File: config.mk
export PLATFORM = sky130hd
export DESIGN_NAME = hamming_pattern_gen
export DESIGN_NICKNAME = d
export VERILOG_FILES = /design/src/rtl/hpg_pkg.sv /design/src/rtl/hpg_lfsr.sv /design/src/rtl/hamming_pattern_gen.sv
export SDC_FILE = /design/constraint.sdc
export NUM_CORES = 1
export LEC_CHECK = 0
export BUFFER_PORTS_ARGS = -buffer_cell sky130_fd_sc_hd__buf_2
export CORE_MARGIN = 2
export CORE_UTILIZATION = 35
export DETAILED_ROUTE_END_ITERATION = 10
export PLACE_DENSITY = 0.54
export SLEW_MARGIN = 20
export SYNTH_ARGS = -nofsm -noshare
export SYNTH_HDL_FRONTEND = slang
export SYNTH_HIERARCHICAL = 1
export SYNTH_SLANG_ARGS = --single-unit
File: constraint.sdc
create_clock -name clk -period 4.7 [get_ports clk]
set_clock_uncertainty 0.05 [all_clocks]
set_input_delay 0.94 -clock clk [delete_from_list [all_inputs] [get_ports clk]]
set_output_delay 0.94 -clock clk [all_outputs]
set_load 0.02 [all_outputs]
File: src/rtl/hpg_pkg.sv
// Shared types and constants for the Hamming-distance pattern generator family.
package hpg_pkg;

    typedef enum logic [1:0] {
        StIdle,
        StScan,
        StDone
    } state_e;

    // Galois feedback mask for x^8+x^6+x^5+x^4+1 (right-shifting form)
    localparam logic [7:0] LFSR_TAPS         = 8'hB8;
    localparam logic [7:0] LFSR_SEED_DEFAULT = 8'hB8;

endpackage

File: src/rtl/hpg_lfsr.sv
// 8-bit Galois LFSR, advancing every non-reset clock edge.
module hpg_lfsr
    import hpg_pkg::*;
#(
    parameter logic [7:0] SEED = LFSR_SEED_DEFAULT
) (
    input  logic       clk,
    input  logic       rst_n,
    output logic [7:0] state
);

    logic [7:0] state_q;
    logic [7:0] state_d;

    always_comb begin
        state_d = state_q >> 1;
        if (state_q[0]) begin
            state_d = (state_q >> 1) ^ LFSR_TAPS;
        end
    end

    always_ff @(posedge clk) begin
        if (!rst_n) begin
            state_q <= SEED;
        end else begin
            state_q <= state_d;
        end
    end

    assign state = state_q;

endmodule

File: src/rtl/hamming_pattern_gen.sv
// Builds an operand b that differs from a in exactly dist bit positions, starting the
// scan at an LFSR-chosen index and flipping bits pseudo-randomly as it walks the word.
module hamming_pattern_gen
    import hpg_pkg::*;
#(
    parameter int unsigned WIDTH     = 8,
    parameter int unsigned DW        = $clog2(WIDTH + 1),
    parameter logic [7:0]  LFSR_SEED = LFSR_SEED_DEFAULT
) (
    input  logic             clk,
    input  logic             rst_n,
    input  logic             start,
    output logic             in_ready,
    input  logic [WIDTH-1:0] a_in,
    input  logic [DW-1:0]    dist_in,
    output logic             out_valid,
    input  logic             out_ready,
    output logic [WIDTH-1:0] b_out,
    output logic [WIDTH-1:0] mask_out,
    output logic             err
);

    localparam int unsigned   IW      = $clog2(WIDTH);
    localparam logic [DW-1:0] WIDTH_D = DW'(WIDTH);

    state_e            state_q, state_d;
    logic [WIDTH-1:0]  a_q, a_d;
    logic [WIDTH-1:0]  mask_q, mask_d;
    logic              err_q, err_d;
    logic [DW-1:0]     rem_q, rem_d;
    logic [DW-1:0]     k_q, k_d;
    logic [IW-1:0]     start_idx_q, start_idx_d;

    logic [7:0]        lfsr;
    logic              lfsr_unused;
    logic [IW-1:0]     pos;
    logic [DW-1:0]     bits_left;
    logic              flip;
    logic              last_k;
    logic              dist_bad;
    logic              dist_zero;

    hpg_lfsr #(
        .SEED (LFSR_SEED)
    ) u_lfsr (
        .clk   (clk),
        .rst_n (rst_n),
        .state (lfsr)
    );

    assign lfsr_unused = ^lfsr[7:IW];

    assign pos       = start_idx_q + k_q[IW-1:0];
    assign bits_left = WIDTH_D - k_q;
    // Forcing a flip once the remaining count equals the remaining bits guarantees
    // the popcount lands exactly on the requested distance.
    assign flip      = (rem_q != '0) && ((rem_q == bits_left) || lfsr[0]);
    assign last_k    = (k_q == WIDTH_D - DW'(1));
    assign dist_bad  = (dist_in > WIDTH_D);
    assign dist_zero = (dist_in == '0);

    always_ff @(posedge clk) begin
        if (!rst_n) begin
            state_q <= StIdle;
        end else begin
            state_q <= state_d;
        end
    end

    always_comb begin
        state_d = state_q;
        unique case (state_q)
            StIdle: begin
                if (start) begin
                    state_d = (dist_bad || dist_zero) ? StDone : StScan;
                end
            end
            StScan: begin
                if (last_k) begin
                    state_d = StDone;
                end
            end
            StDone: begin
                if (out_ready) begin
                    state_d = StIdle;
                end
            end
            default: state_d = StIdle;
        endcase
    end

    always_comb begin
        in_ready  = (state_q == StIdle);
        out_valid = (state_q == StDone);
        b_out     = a_q ^ mask_q;
        mask_out  = mask_q;
        err       = err_q;
    end

    always_comb begin
        a_d         = a_q;
        mask_d      = mask_q;
        err_d       = err_q;
        rem_d       = rem_q;
        k_d         = k_q;
        start_idx_d = start_idx_q;
        if ((state_q == StIdle) && start) begin
            a_d         = a_in;
            mask_d      = '0;
            err_d       = dist_bad;
            rem_d       = dist_in;
            k_d         = '0;
            start_idx_d = lfsr[IW-1:0];
        end else if (state_q == StScan) begin
            k_d = k_q + DW'(1);
            if (flip) begin
                mask_d[pos] = 1'b1;
                rem_d       = rem_q - DW'(1);
            end
        end
    end

    always_ff @(posedge clk) begin
        if (!rst_n) begin
            a_q         <= '0;
            mask_q      <= '0;
            err_q       <= 1'b0;
            rem_q       <= '0;
            k_q         <= '0;
            start_idx_q <= '0;
        end else begin
            a_q         <= a_d;
            mask_q      <= mask_d;
            err_q       <= err_d;
            rem_q       <= rem_d;
            k_q         <= k_d;
            start_idx_q <= start_idx_d;
        end
    end

endmodule

### After elaboration in Yosys (flattened, before gate mapping)

Index checks and enable logic that the tools add are counted.
W data, S select, Z words.

| word-level totals | value |
|---|---|
| bits in registers | 38 |
| bits in latches | 0 |
| bits in writable memories | 0 |
| ROM bits | 0 |
| input port bits | 16 |
| output and inout port bits | 19 |
| word-level logic and storage cells | 51 |
| memories kept | 0 |

| cells by class | value |
|---|---|
| add/sub/neg operators | 4 |
| multiply operators | 0 |
| div/mod/pow operators | 0 |
| $lt $le $gt $ge | 3 |
| equal/unequal tests | 7 |
| shifts and indexed selects | 0 |
| mux-type cells | 11 |
| bitwise gates (word level) | 4 |
| reduce and logical (&&, ||, !) cells | 14 |

Operators with widths:

| operator | number |
|---|---|
| $mux W4 | 3 |
| $mux W2 | 4 |
| $mux W8 | 1 |
| $or A8 B8 Y8 | 1 |
| $xor A8 B8 Y8 | 1 |
| $pmux W2 S3 | 1 |
| $add A4 B1 Y4 const B | 1 |
| $eq A4 B3 Y1 const B | 1 |
| $eq A4 B4 Y1 | 1 |
| $gt A4 B4 Y1 const B | 1 |
| $logic_not A4 Y1 | 1 |
| $lt A3 B4 Y1 const B | 1 |
| $ne A2 B2 Y1 const B | 2 |
| $not A3 Y4 | 1 |
| $reduce_and A2 Y1 | 2 |
| $reduce_bool A2 Y1 | 2 |
| $reduce_bool A4 Y1 | 1 |
| $sub A4 B1 Y4 const B | 1 |
| $sub A4 B4 Y4 const A | 1 |
| $add A3 B3 Y3 | 1 |
| $demux W1 S3 | 1 |
| $ge A3 B1 Y1 const B | 1 |
| $logic_and A1 B1 Y1 | 3 |
| $reduce_and A3 Y1 | 1 |
| 8 further kinds | 9 |

### Depth between registers and ports, before layout

| logic depth | value |
|---|---|
| depth in word-level cells | 7 |
| gate-level depth with buffers | 8 |
| gate-level depth less buffers | 8 |

### Hierarchy

The synthesis kept the hierarchy.

Modules (own cells, without submodules):

| module | instances | cells an instance | area an instance (µm²) | sequential area each (µm²) |
|---|---|---|---|---|
| hamming_pattern_gen | 1 | 182 | 1,531.5 | 600.6 |
| hpg_lfsr | 1 | 24 | 266.5 | 160.2 |

### Least setup slack after synthesis

OpenSTA, ideal clock, no wires.

| timing path | value |
|---|---|
| path type | reg-to-reg |
| start | register k_q[0] |
| end | register mask_q[0] (netlist: mask_out[0]) |
| library setup time | 128 ps |
| data arrival time | 1,780 ps |
| data required time | 4,522 ps |
| slack | 2,743 ps |
| cell stages (with the launch flop) | 9 |
| path buffers | 0 |
| period minus slack after synthesis | 1,957 ps |
| cells stage by stage | dfxtp_1 ha_1 inv_1 fa_1 xnor2_1 xor2_1 nor2_1 a41oi_1 nor2_1 |

| between the ends | value |
|---|---|
| cells in the longest elaborated chain, start to end | 6 |
| elaborated cells on any way between the ends | 12 |
| classes of those cells | add/sub: 2; order compare: 2; eq/ne: 1; mux: 2; bitwise: 1; reduce/logical: 4 |

RTL lines:

| what | RTL line | source |
|---|---|---|
| start, declared | hamming_pattern_gen.sv:31 | `logic [DW-1:0] k_q, k_d;` |
| start signal, assigned | hamming_pattern_gen.sv:136 | `k_q <= k_d;` |
| $add A3 B3 Y3 | hamming_pattern_gen.sv:53 | `assign pos = start_idx_q + k_q[IW-1:0];` |
| $lt A3 B4 Y1 (not written as such) / $ge A3 B1 Y1 (equally long branches) | hamming_pattern_gen.sv:117 | `mask_d[pos] = 1'b1;` |
| $logic_and A1 B1 Y1 (not written as such) | hamming_pattern_gen.sv:117 |  |
| $mux W1 (not written as such) | hamming_pattern_gen.sv:117 |  |
| $demux W1 S3 | hamming_pattern_gen.sv:117 |  |
| $or A8 B8 Y8 (no source line) | n/a |  |
| end signal, assigned | hamming_pattern_gen.sv:133 | `mask_q <= mask_d;` |
| end, declared | hamming_pattern_gen.sv:28 | `logic [WIDTH-1:0] mask_q, mask_d;` |

Parallel ways exist; a longest one is shown, timed or not.
A chain may end at the register's enable or synchronous reset.

### Worst setup path after layout

Same ends and word-level chain as after synthesis.

==> results.py <==
metrics = {
    "clock_network": {
        "postCtsSetupBuffers": 0,
        "clockBufferDepth": 2,
        "cts_max_level": 2,
        "clk_latency_ns": 0.28,
        "cts-resized-gates": 0,
        "clkSinkCount": 38,
        "clk_pin_slew_ns": 0.08,
        "cts_tree": "yes",
        "cts_hold_buf": 0,
        "numCtsBuffers": 5,
        "root_buffer": "clkbuf_8",
    },
    "die": {
        "core_um2": 4817,
        "pin_count": 35,
        "rows": 25,
        "die_h_um": 75.38,
        "initial_utilization": 0.3701,
        "die_area_um2": 5681,
        "die_w_um": 75.38,
    },
    "sta": {
        "drv_slew": 0,
        "relSlewSlack": 0.3350,
        "period_share": 0.4572,
        "hold_violations": 0,
        "fin_crit_ns": 2.149,
        "final.setup.worst_slack_ns": 2.551,
        "finalSetupViolCount": 0,
        "max_freq_mhz": 465.3,
        "rsz0062_at_grt": "no",
        "tns_ns": 0,
        "worst_pin_slew_ns": 0.9975,
    },
    "setup_path": {
        "r2r_slack_ns": 2.55,
        "cp-start-kind": "flop",
        "cpMostUsedCell": "nor2_1",
        "cp_max_fo": 7,
        "worst_ep_arrival_time_ns": 2.26,
        "cp_cell_sequence": "ha_1 -> inv_1 -> fa_1 -> xnor2_1 -> xor2_1 -> nor2_1 -> a41oi_1 -> nor2_1",
        "required_ns": 4.82,
        "cp-end-kind": "flop",
        "cp_slowest_cell": "dfxtp_1",
        "cpPeakStageDelay_ns": 0.46,
        "cpLargestDelayFamily": "XOR/XNOR gates",
        "ff2ff_path_depth": 8,
        "path_buf_inv": 1,
        "reg2reg_from": "k_q[0]",
        "r2r-end": "mask_out[0]",
        "worstSetupPathType": "flop to flop",
    },
    "min_path": {
        "hold_path_class": "flop to flop",
        "hold_depth": 1,
        "worstHoldStart": "u_lfsr/state[3]",
        "holdPathEnd": "u_lfsr/state[2]",
    },
    "run": {
        "maxCapViolCount": 0,
    },
    "finish": {
        "drive_gt1_frac": 0.1880,
        "num-fill-cells": 533,
        "num-nets-final": 254,
        "area_growth_pct": 14.95,
        "diodes": 0,
        "final_util": 0.4255,
    },
    "place": {
        "place_hpwl_um": 2458,
        "port-buffer-count": 34,
        "dpl_worst_slack_ns": 2.399,
        "routabilityCongestion": 0.6989,
    },
    "pwr": {
        "power_mw": 0.6872,
        "p_leak_nw": 0.8700,
        "ir_drop_v": 0.0001459,
        "power.density_nw_per_um2": 335.3,
    },
    "detailed_routing": {
        "first_pass_iters": 4,
        "routed_via_density": 4.694,
        "dr.first_iter.drc_count": 46,
        "wirelength_um": 3553,
        "wl_per_cell_um": 11.80,
        "num_vias": 1413,
        "drc_errors": 0,
        "drtAntennaViolNets": 0,
    },
    "logic_synthesis": {
        "syn_area_um2": 1783,
        "synth.avg_cell_area_um2": 8.740,
        "synth_cells": 204,
        "syn-num-nets": 225,
        "yosys_warnings": 6,
    },
    "global_routing": {
        "grt_max_degree": 30,
        "grt_pass1_wl_um": 5651,
        "grt_pass1_vias": 1262,
        "antenna_found_initial": 0,
        "overflow": 0,
        "grtUsageTotal": 0.1345,
    },
    "run_status": {
        "outcome": "complete, no violations",
    },
}
-- sequential cells by signal, summed over array words and instances (netlist names) --
signal and flops:
a_q 8, mask_out 8, u_lfsr/state 8, k_q 4, rem_q 4, start_idx_q 3
state_q 2, err 1
-- layer usage --
metal	track usage	vias up	routed length (um)
li1	-	736	-
met3	0.03571	4	168
met1	0.1693	644	1745
met4	0.05263	0	46
met2	0.2203	29	1592
met5	0	-	0
-- worst max path at each step --
stage / startpoint / to / slack (ns) / cells past startpoint
after floorplan: k_q[0] / mask_out[0] / 2.74 / 8
after detailed placement: start / k_q[0] / 2.40 / 4
after global routing: k_q[0] / mask_out[1] / 2.39 / 8
final: k_q[0] / mask_out[0] / 2.55 / 8
after CTS: k_q[0] / mask_out[0] / 2.53 / 8
after global placement: start / k_q[0] / 2.43 / 4
-- cell type report --
class                   instances  area [um2]  share of cell area
clock buffers                   6       72.57             0.03541
clock inverters                 2       13.76            0.006715
inverters                       7       26.28             0.01282
multi-input cells             147       922.1              0.4499
flip-flops and latches         38       760.7              0.3712
well taps                      67       83.83             0.04090
repair buffers                 34       170.2             0.08303
-- where the power goes --
part	leakage [nW]	switching, mW	internal [mW]	total [mW]
Sequential	0.311	0.0148	0.340	0.355
Clock	0.0452	0.114	0.105	0.218
Combinational	0.514	0.0700	0.0441	0.114
Total	0.870	0.198	0.489	0.687
-- per-stage QoR --
stage	instance area (um2)	std cells	hold WS [ns]
2_1_floorplan	1783	204	0.3557
3_3_place_gp	1963	293	0.3588
3_5_place_dp	1963	293	0.3665
4_1_cts	2049	301	0.3849
5_1_grt	2049	301	0.4151
6_report	2049	301	0.3815
-- placed cells by master, fill, tap and decap left out, types with 2 or more instances in the layout --
cell,count
nor2b_1,3
nand3b_1,2
ha_1,4
nor3_1,6
inv_1,7
a211oi_2,2
a21oi_1,4
and2_1,6
xor2_1,12
clkbuf_8,5
and4_1,2
buf_2,34
xnor2_1,11
nand2_1,34
nand3_1,4
nor2_1,20
a41oi_1,4
a31oi_1,4
dfxtp_1,38
a21boi_0,12
o21ai_0,4
nand2b_1,2
No activity file was read; power rests on OpenSTA's default activity.
